## config.mk

```make
export PLATFORM = sky130hd
export DESIGN_NAME = ks_note_ctrl
export DESIGN_NICKNAME = d
export VERILOG_FILES = /design/src/rtl/ks_pkg.sv /design/src/rtl/ks_onehot_dec.sv /design/src/rtl/ks_note_ctrl.sv
export SDC_FILE = /design/constraint.sdc
export NUM_CORES = 1
export LEC_CHECK = 0
export CAP_MARGIN = 20
export CORE_MARGIN = 2
export CORE_UTILIZATION = 43
export CTS_BUF_LIST = sky130_fd_sc_hd__clkbuf_16
export CTS_CLUSTER_DIAMETER = 150
export DETAILED_ROUTE_END_ITERATION = 16
export PLACE_DENSITY = 0.8
export SYNTH_ARGS = -nofsm -noshare
export SYNTH_HDL_FRONTEND = slang
export SYNTH_SLANG_ARGS = --single-unit
```

## constraint.sdc

```tcl
create_clock -name clk_clk -period 2.5 [get_ports clk_clk]
set_input_delay 0.75 -clock clk_clk [delete_from_list [all_inputs] [get_ports clk_clk]]
set_output_delay 0.75 -clock clk_clk [all_outputs]
set_load 0.005 [all_outputs]
```

## src/rtl/ks_pkg.sv

```systemverilog
// Shared types, per-note tables and helpers for the Karplus-Strong note controller.
package ks_pkg;

  typedef enum logic [1:0] {
    StIdle,
    StConfig,
    StBurst,
    StPlay
  } ks_state_e;

  // Number of entries in the per-note tables and width of a delay-length entry.
  localparam int unsigned TblNotes = 10;
  localparam int unsigned TblLenW  = 10;

  // Sample-rate divider for each note; paired with the delay length below so that
  // sample rate / delay length lands on the note pitch.
  localparam logic [31:0] DIV_FREQ_TBL [TblNotes] = '{
    32'd1042, 32'd1045, 32'd1051, 32'd1053, 32'd1046,
    32'd1048, 32'd1052, 32'd1049, 32'd1050, 32'd1044
  };

  // Delay-line length (samples per period) for each note; zero is never allowed.
  localparam logic [TblLenW-1:0] DELAY_LEN_TBL [TblNotes] = '{
    10'd183, 10'd163, 10'd145, 10'd137, 10'd122,
    10'd109, 10'd97,  10'd91,  10'd82,  10'd73
  };

  // Position of the set bit; OR-ing all set positions is exact when the input is one-hot.
  function automatic int unsigned onehot_to_index(input logic [31:0] oh);
    int unsigned idx;
    idx = 0;
    for (int unsigned i = 0; i < 32; i++) begin
      if (oh[i]) idx = idx | i;
    end
    return idx;
  endfunction

endpackage

```

## src/rtl/ks_onehot_dec.sv

```systemverilog
// One-hot note request decoder: note index plus an exactly-one-bit-set flag.
module ks_onehot_dec
  import ks_pkg::*;
#(
  parameter int unsigned NUM_NOTES = 10,
  parameter int unsigned IDX_W     = (NUM_NOTES > 1) ? $clog2(NUM_NOTES) : 1
) (
  input  logic [NUM_NOTES-1:0] onehot,
  output logic [IDX_W-1:0]     index,
  output logic                 valid
);

  // Decode index; clearing the lowest set bit leaves zero only for a single set bit.
  always_comb begin
    index = IDX_W'(onehot_to_index(32'(onehot)));
    valid = (onehot != '0) && ((onehot & (onehot - NUM_NOTES'(1))) == '0);
  end

endmodule

```

## src/rtl/ks_note_ctrl.sv

```systemverilog
// Karplus-Strong note controller: accepts one-hot note requests, configures the
// divider and delay line, preloads the delay line with a noise burst, then lets the
// averaging feedback ring for the requested number of sample ticks.
module ks_note_ctrl
  import ks_pkg::*;
#(
  parameter int unsigned NUM_NOTES = 10,
  parameter int unsigned LEN_W     = 10,
  parameter int unsigned SUS_W     = 16
) (
  input  logic                 clk_clk,
  input  logic                 reset_reset,
  input  logic [NUM_NOTES-1:0] sel_nota,
  input  logic                 note_valid,
  output logic                 note_ready,
  input  logic [SUS_W-1:0]     sustain_len,
  input  logic                 sample_tick,
  input  logic [15:0]          noise,
  output logic                 noise_en,
  output logic                 noise_pulse,
  output logic [31:0]          div_freq,
  output logic [LEN_W-1:0]     delay_len,
  output logic                 dl_wr_en,
  output logic [LEN_W-1:0]     dl_wr_addr,
  output logic [15:0]          dl_wr_data,
  output logic                 fb_en,
  output logic                 busy,
  output logic                 err_note
);

  localparam int unsigned IdxW = (NUM_NOTES > 1) ? $clog2(NUM_NOTES) : 1;

  ks_state_e state_q, state_d;

  logic [IdxW-1:0]  dec_idx;
  logic             dec_valid;
  logic [IdxW-1:0]  note_idx_q;
  logic [SUS_W-1:0] sus_q;
  logic [LEN_W-1:0] addr_q;
  logic [LEN_W-1:0] delay_len_q;
  logic [31:0]      div_freq_q;
  logic             wr_en_q;
  logic [LEN_W-1:0] wr_addr_q;
  logic [15:0]      wr_data_q;
  logic             noise_pulse_q;
  logic             err_q;

  logic             accept;
  logic             accept_ok;
  logic             burst_last;
  logic             play_done;
  logic [31:0]      tbl_div;
  logic [LEN_W-1:0] tbl_len;

  ks_onehot_dec #(
    .NUM_NOTES (NUM_NOTES),
    .IDX_W     (IdxW)
  ) u_dec (
    .onehot (sel_nota),
    .index  (dec_idx),
    .valid  (dec_valid)
  );

  // Handshake qualification and FSM transition conditions.
  always_comb begin
    accept     = note_valid && note_ready;
    accept_ok  = accept && dec_valid;
    burst_last = sample_tick && (addr_q == delay_len_q - LEN_W'(1));
    // A zero sustain leaves PLAY immediately, without waiting for a tick.
    play_done  = (sus_q == '0) || (sample_tick && (sus_q == SUS_W'(1)));
  end

  // Per-note table lookup; out-of-table indices fall back to entry 0.
  always_comb begin
    tbl_div = DIV_FREQ_TBL[0];
    tbl_len = LEN_W'(DELAY_LEN_TBL[0]);
    for (int unsigned i = 0; i < TblNotes; i++) begin
      if (32'(note_idx_q) == i) begin
        tbl_div = DIV_FREQ_TBL[i];
        tbl_len = LEN_W'(DELAY_LEN_TBL[i]);
      end
    end
  end

  // State register.
  always_ff @(posedge clk_clk) begin
    if (reset_reset) begin
      state_q <= StIdle;
    end else begin
      state_q <= state_d;
    end
  end

  // Next-state logic; a retrigger in PLAY beats sustain expiry.
  always_comb begin
    state_d = state_q;
    unique case (state_q)
      StIdle:   if (accept_ok) state_d = StConfig;
      StConfig: state_d = StBurst;
      StBurst:  if (burst_last) state_d = StPlay;
      StPlay: begin
        if (accept_ok) begin
          state_d = StConfig;
        end else if (play_done) begin
          state_d = StIdle;
        end
      end
      default:  state_d = StIdle;
    endcase
  end

  // State-decoded outputs.
  always_comb begin
    note_ready = (state_q == StIdle) || (state_q == StPlay);
    busy       = (state_q != StIdle);
    noise_en   = (state_q == StBurst);
    fb_en      = (state_q == StPlay);
  end

  // Datapath: request latching, configuration, burst writes and registered pulses.
  always_ff @(posedge clk_clk) begin
    if (reset_reset) begin
      note_idx_q    <= '0;
      sus_q         <= '0;
      addr_q        <= '0;
      delay_len_q   <= '0;
      div_freq_q    <= '0;
      wr_en_q       <= 1'b0;
      wr_addr_q     <= '0;
      wr_data_q     <= '0;
      noise_pulse_q <= 1'b0;
      err_q         <= 1'b0;
    end else begin
      wr_en_q       <= 1'b0;
      noise_pulse_q <= 1'b0;
      err_q         <= accept && !dec_valid;

      if (accept_ok) begin
        note_idx_q <= dec_idx;
        sus_q      <= sustain_len;
      end else if ((state_q == StPlay) && sample_tick && (sus_q != '0)) begin
        sus_q <= sus_q - SUS_W'(1);
      end

      if (state_q == StConfig) begin
        div_freq_q  <= tbl_div;
        delay_len_q <= tbl_len;
        addr_q      <= '0;
      end

      if ((state_q == StBurst) && sample_tick) begin
        wr_en_q       <= 1'b1;
        wr_addr_q     <= addr_q;
        wr_data_q     <= noise;
        noise_pulse_q <= 1'b1;
        addr_q        <= addr_q + LEN_W'(1);
      end
    end
  end

  assign div_freq    = div_freq_q;
  assign delay_len   = delay_len_q;
  assign dl_wr_en    = wr_en_q;
  assign dl_wr_addr  = wr_addr_q;
  assign dl_wr_data  = wr_data_q;
  assign noise_pulse = noise_pulse_q;
  assign err_note    = err_q;

endmodule
```

==> summary.md, run 1 <==
| Metric | Value |
|---|---|
| Final Critical Period | roughly 2400 ps |
| Die X | just over 100 um |
| Placed Area | just over 5000 um^2 |
| ANT nets after route | 0 |
| Crit path max fanout | 5 |
| Worst-Skew Late Latency | approximately 340 ps |
| Root Driver | clkbuf_16 |
| Clock-pin slew on the worst setup and hold paths | 60 ps |
| Final Cell Area | approximately 5500 um^2 |
| Layout fillers | 800 |
| Netlist cell types | 66 |
| Number of port buffers | 92 |
| Slowest cell on the critical path | clkdlybuf4s50_1 |
| Die Ht | approximately 100 um |
| GR Util All Layers | 20.8% |
| Total number of vias | between 3,000 and 4,000 |
| Clock Sinks | 73 |
| Area of the multi-input gates | between 2000 and 2500 um^2 |
| Final hold violation count | 0 |
| Number of DRC markers in iteration 0 | ~190 |
| Antenna violations before repair | 0 |
| Setup WS pre-CTS | -538 ps |
| Max-Cap Viols | 0 |
| Worst vdd ir | around 380 uV |
| Post-DP HPWL | about 7500 um |
| Vias in the first global route | 3,776 |
| Yosys warning count | 0 |
| DRC | 0 |
| Htree depth | 3 |
| FF-to-FF Start | delay_len[0] |
| Die area | 10,400 um^2 |
| Fin worst setup slack | a little over 50 ps |
| Mapped Area | between 4000 and 5000 um^2 |
| Pwr dens | 587 nW/um^2 |
| Prevailing post-synth register cell | dfxtp_1 |
| Share of layout cells above drive strength 1 | between 10% and 20% |
| Asr flop ratio synth | 0% |
| Reg2reg setup slack | roughly 170 ps |
| Reg2reg path depth | 8 |
| Register area share after synthesis | 35.4% |
| Crit-path max cell delay | ~500 ps |
| Core area | about 9300 um^2 |
| Critical path buffer and inverter count | 3 |
| Hold crit path type | register to register |
| Global-route track usage on met2 | 36.7% |
| FMAX | 0.408 GHz |
| RSZ-0062 raised after global routing | false |
| Capturing point of the worst reg2reg path | state_q[0] |
| Layer carrying the most global-route usage | met2 |
| Hold Crit Depth | 2 |
| Setup Crit Path Kind | register to primary output |
| Placed cells | between 700 and 800 |
| Clock Path Buffers | 2 |
| Ports | between 100 and 150 |
| Slew HR | around three fifths |
| Inserted Clock Buffers | 9 |
| Met1 Usage GRT | approximately a quarter |
| Status | finished clean |
| Startpoint of the worst hold path | dl_wr_data[3] |
| Post-Layout Cell Count | ~750 |
| Yosys reg bits | 73 |
| Leak pwr | ~0.0021 uW |
| Drt first pass iters | 6 |
| DRT Wirelength | ~11,000 um |
| Area Overhead vs Synth | 33.0% |
| Final critical-path share of the clock period | a little over nine tenths |
| Hold Path Sink | dl_wr_data[3] |
| Fin. max-slew vios | 0 |
| Starting Density | around 45% |
| Grt ovf | 0 |
| CTS tree | done |
| Required @ worst endpoint | 1750 ps |
| Wire per inst | about 14 um |
| Register area | roughly 1500 um^2 |
| Mapped Cells | 509 |
| Routability cong. | about 0.89 |
| Top Family by Delay on Critical Path | buffers and inverters |
| Worst Setup Start Kind | register |
| Crit path DAT | approximately 1700 ps |
| N_diodes | 0 |
| FP Rows | 35 |
| Crit path cell chain | inv_1 -> ha_1 -> inv_1 -> clkdlybuf4s50_1 |
| Most numerous cell on the critical path | inv_1 |
| First-pass GRT wire length | 17,400 um |
| M3 GR Usage | 3.83% |
| Worst Skew | 6.13 ps |
| Worst Tran Pin Value | about 600 ps |
| Endpoints failing setup | 0 |
| Pin count of the biggest net entering global routing | 29 |
| Final net count | between 600 and 700 |
| Syn Area/Cell | around 8 um^2 |
| Number of synthesized flops with an enable pin | 0 |
| Vias per inst | ~5.3 |
| Crit end category | primary output |
where the power goes:
group          total [uW]  internal, uW  switching (uW)
combinational         758           410             348
sequential           1280          1220            63.2
clock                1190           671             516
state kept, by name, summed over array words and instances, names as in the netlist:
signal       cells
dl_wr_addr      10
div_freq         5
dl_wr_data      16
addr_q          10
sus_q           16
note_idx_q       4
err_note         1
delay_len        8
state_q          2
noise_pulse      1
repair_timing:
| item | CTS | global route |
|---|---|---|
| pin swaps | 5 | 6 |
| cloned | 1 | 0 |
| buffers inserted | 2 | 0 |
| endpoints found under the setup margin | 22 | 23 |
| resized for setup | 18 | 12 |
| hold endpoints to repair | 0 | 0 |
| hold buffers | 0 | 0 |
cell usage after synthesis (11+ instances only):
| cell type | number | area, um^2 |
|---|---|---|
| nand2_1 | 76 | 285 |
| dfxtp_1 | 73 | 1460 |
| a21oi_1 | 53 | 265 |
| nor2_1 | 51 | 191 |
| buf_4 | 35 | 263 |
| clkbuf_1 | 19 | 71.3 |
| mux2i_1 | 19 | 190 |
| xnor2_1 | 15 | 131 |
| nand3_1 | 13 | 65.1 |
| xor2_1 | 13 | 114 |
| inv_1 | 12 | 45.0 |
| nor4_1 | 11 | 68.8 |
area by class of cell:
class	count	share of cell area, %
Timing Repair Buffer	125	21.7
Sequential cell	73	26.7
Inverter	12	0.820
Multi-Input combinational cell	391	43.0
Clock buffer	9	4.10
Clock inverter	7	0.842
Tap cell	129	2.94
cell families (layout without fill, tap and decap cells):
family	after synthesis	count (layout)	synth area share [%]
flip-flops	73	73	35.4
AND/OR/NAND/NOR	209	209	24.7
other	1	28	0.0908
AO/OA/AOI/OAI	97	97	15.5
adder cells (fa/ha/maj)	10	10	2.97
buffers and inverters	72	153	10.8
multiplexers	19	19	4.60
XOR/XNOR	28	28	5.94
worst max-delay path by stage:
stage | startpoint | end | slack [ps] | cells past startpoint
6_report | state_q[0] | note_ready | 50 | 4
5_1_grt | state_q[0] | note_ready | 2 | 4
4_1_cts | state_q[1] | note_ready | 10 | 4
3_5_place_dp | sel_nota[0] | state_q[0] | -540 | 8
3_3_place_gp | sel_nota[0] | state_q[1] | -390 | 8
2_1_floorplan | sel_nota[0] | sus_q[10] | -60 | 7
through the flow:
step	hold slack [ps]	setup TNS, ps	total power (uW)	util, %
after floorplan	453	-605	1740	-
final	452	0	3220	59.2
after global routing	471	0	3360	59.2
after global placement	442	-7550	2000	55.5
after CTS	454	0	3230	59.0
after detailed placement	448	-9950	2030	55.5
per-layer routing:
layer  vias up  wire (um)
li1       1916          -
met1      1851       4270
met2       151       5430
met3        25        656
met4         0        235
met5         -          0
cell usage in the layout, fill, tap and decap left out, drive strengths merged, types with 9 or more instances in the layout:
master         instances
nor2                  55
inv                   15
a21oi                 53
buf                   37
xnor2                 15
nor4                  12
mux2i                 19
clkdlybuf4s50         84
nand2                 76
dfxtp                 73
nand3                 14
conb                  28
xor2                  13
nor3                  11
ha                     9
clkbuf                10
worst register-to-register path, delay by kind of cell, from the launching register on:
family	cells	cell delay [ps]
AOI/OAI and AO/OA	2	580
DFF	1	310
and+or+nand+nor	2	680
xor gates and xnor gates	1	140
buffers and inverters	2	350
muxes	1	180
Note: power is estimated with default switching activity, not from simulation.
==> inputs of run 2 (changes only) <==
Settings changed: CTS_CLUSTER_DIAMETER 150 to not set.
==> results of run 2 <==
The final DEF is identical to that of run 1; final timing and power are the same.
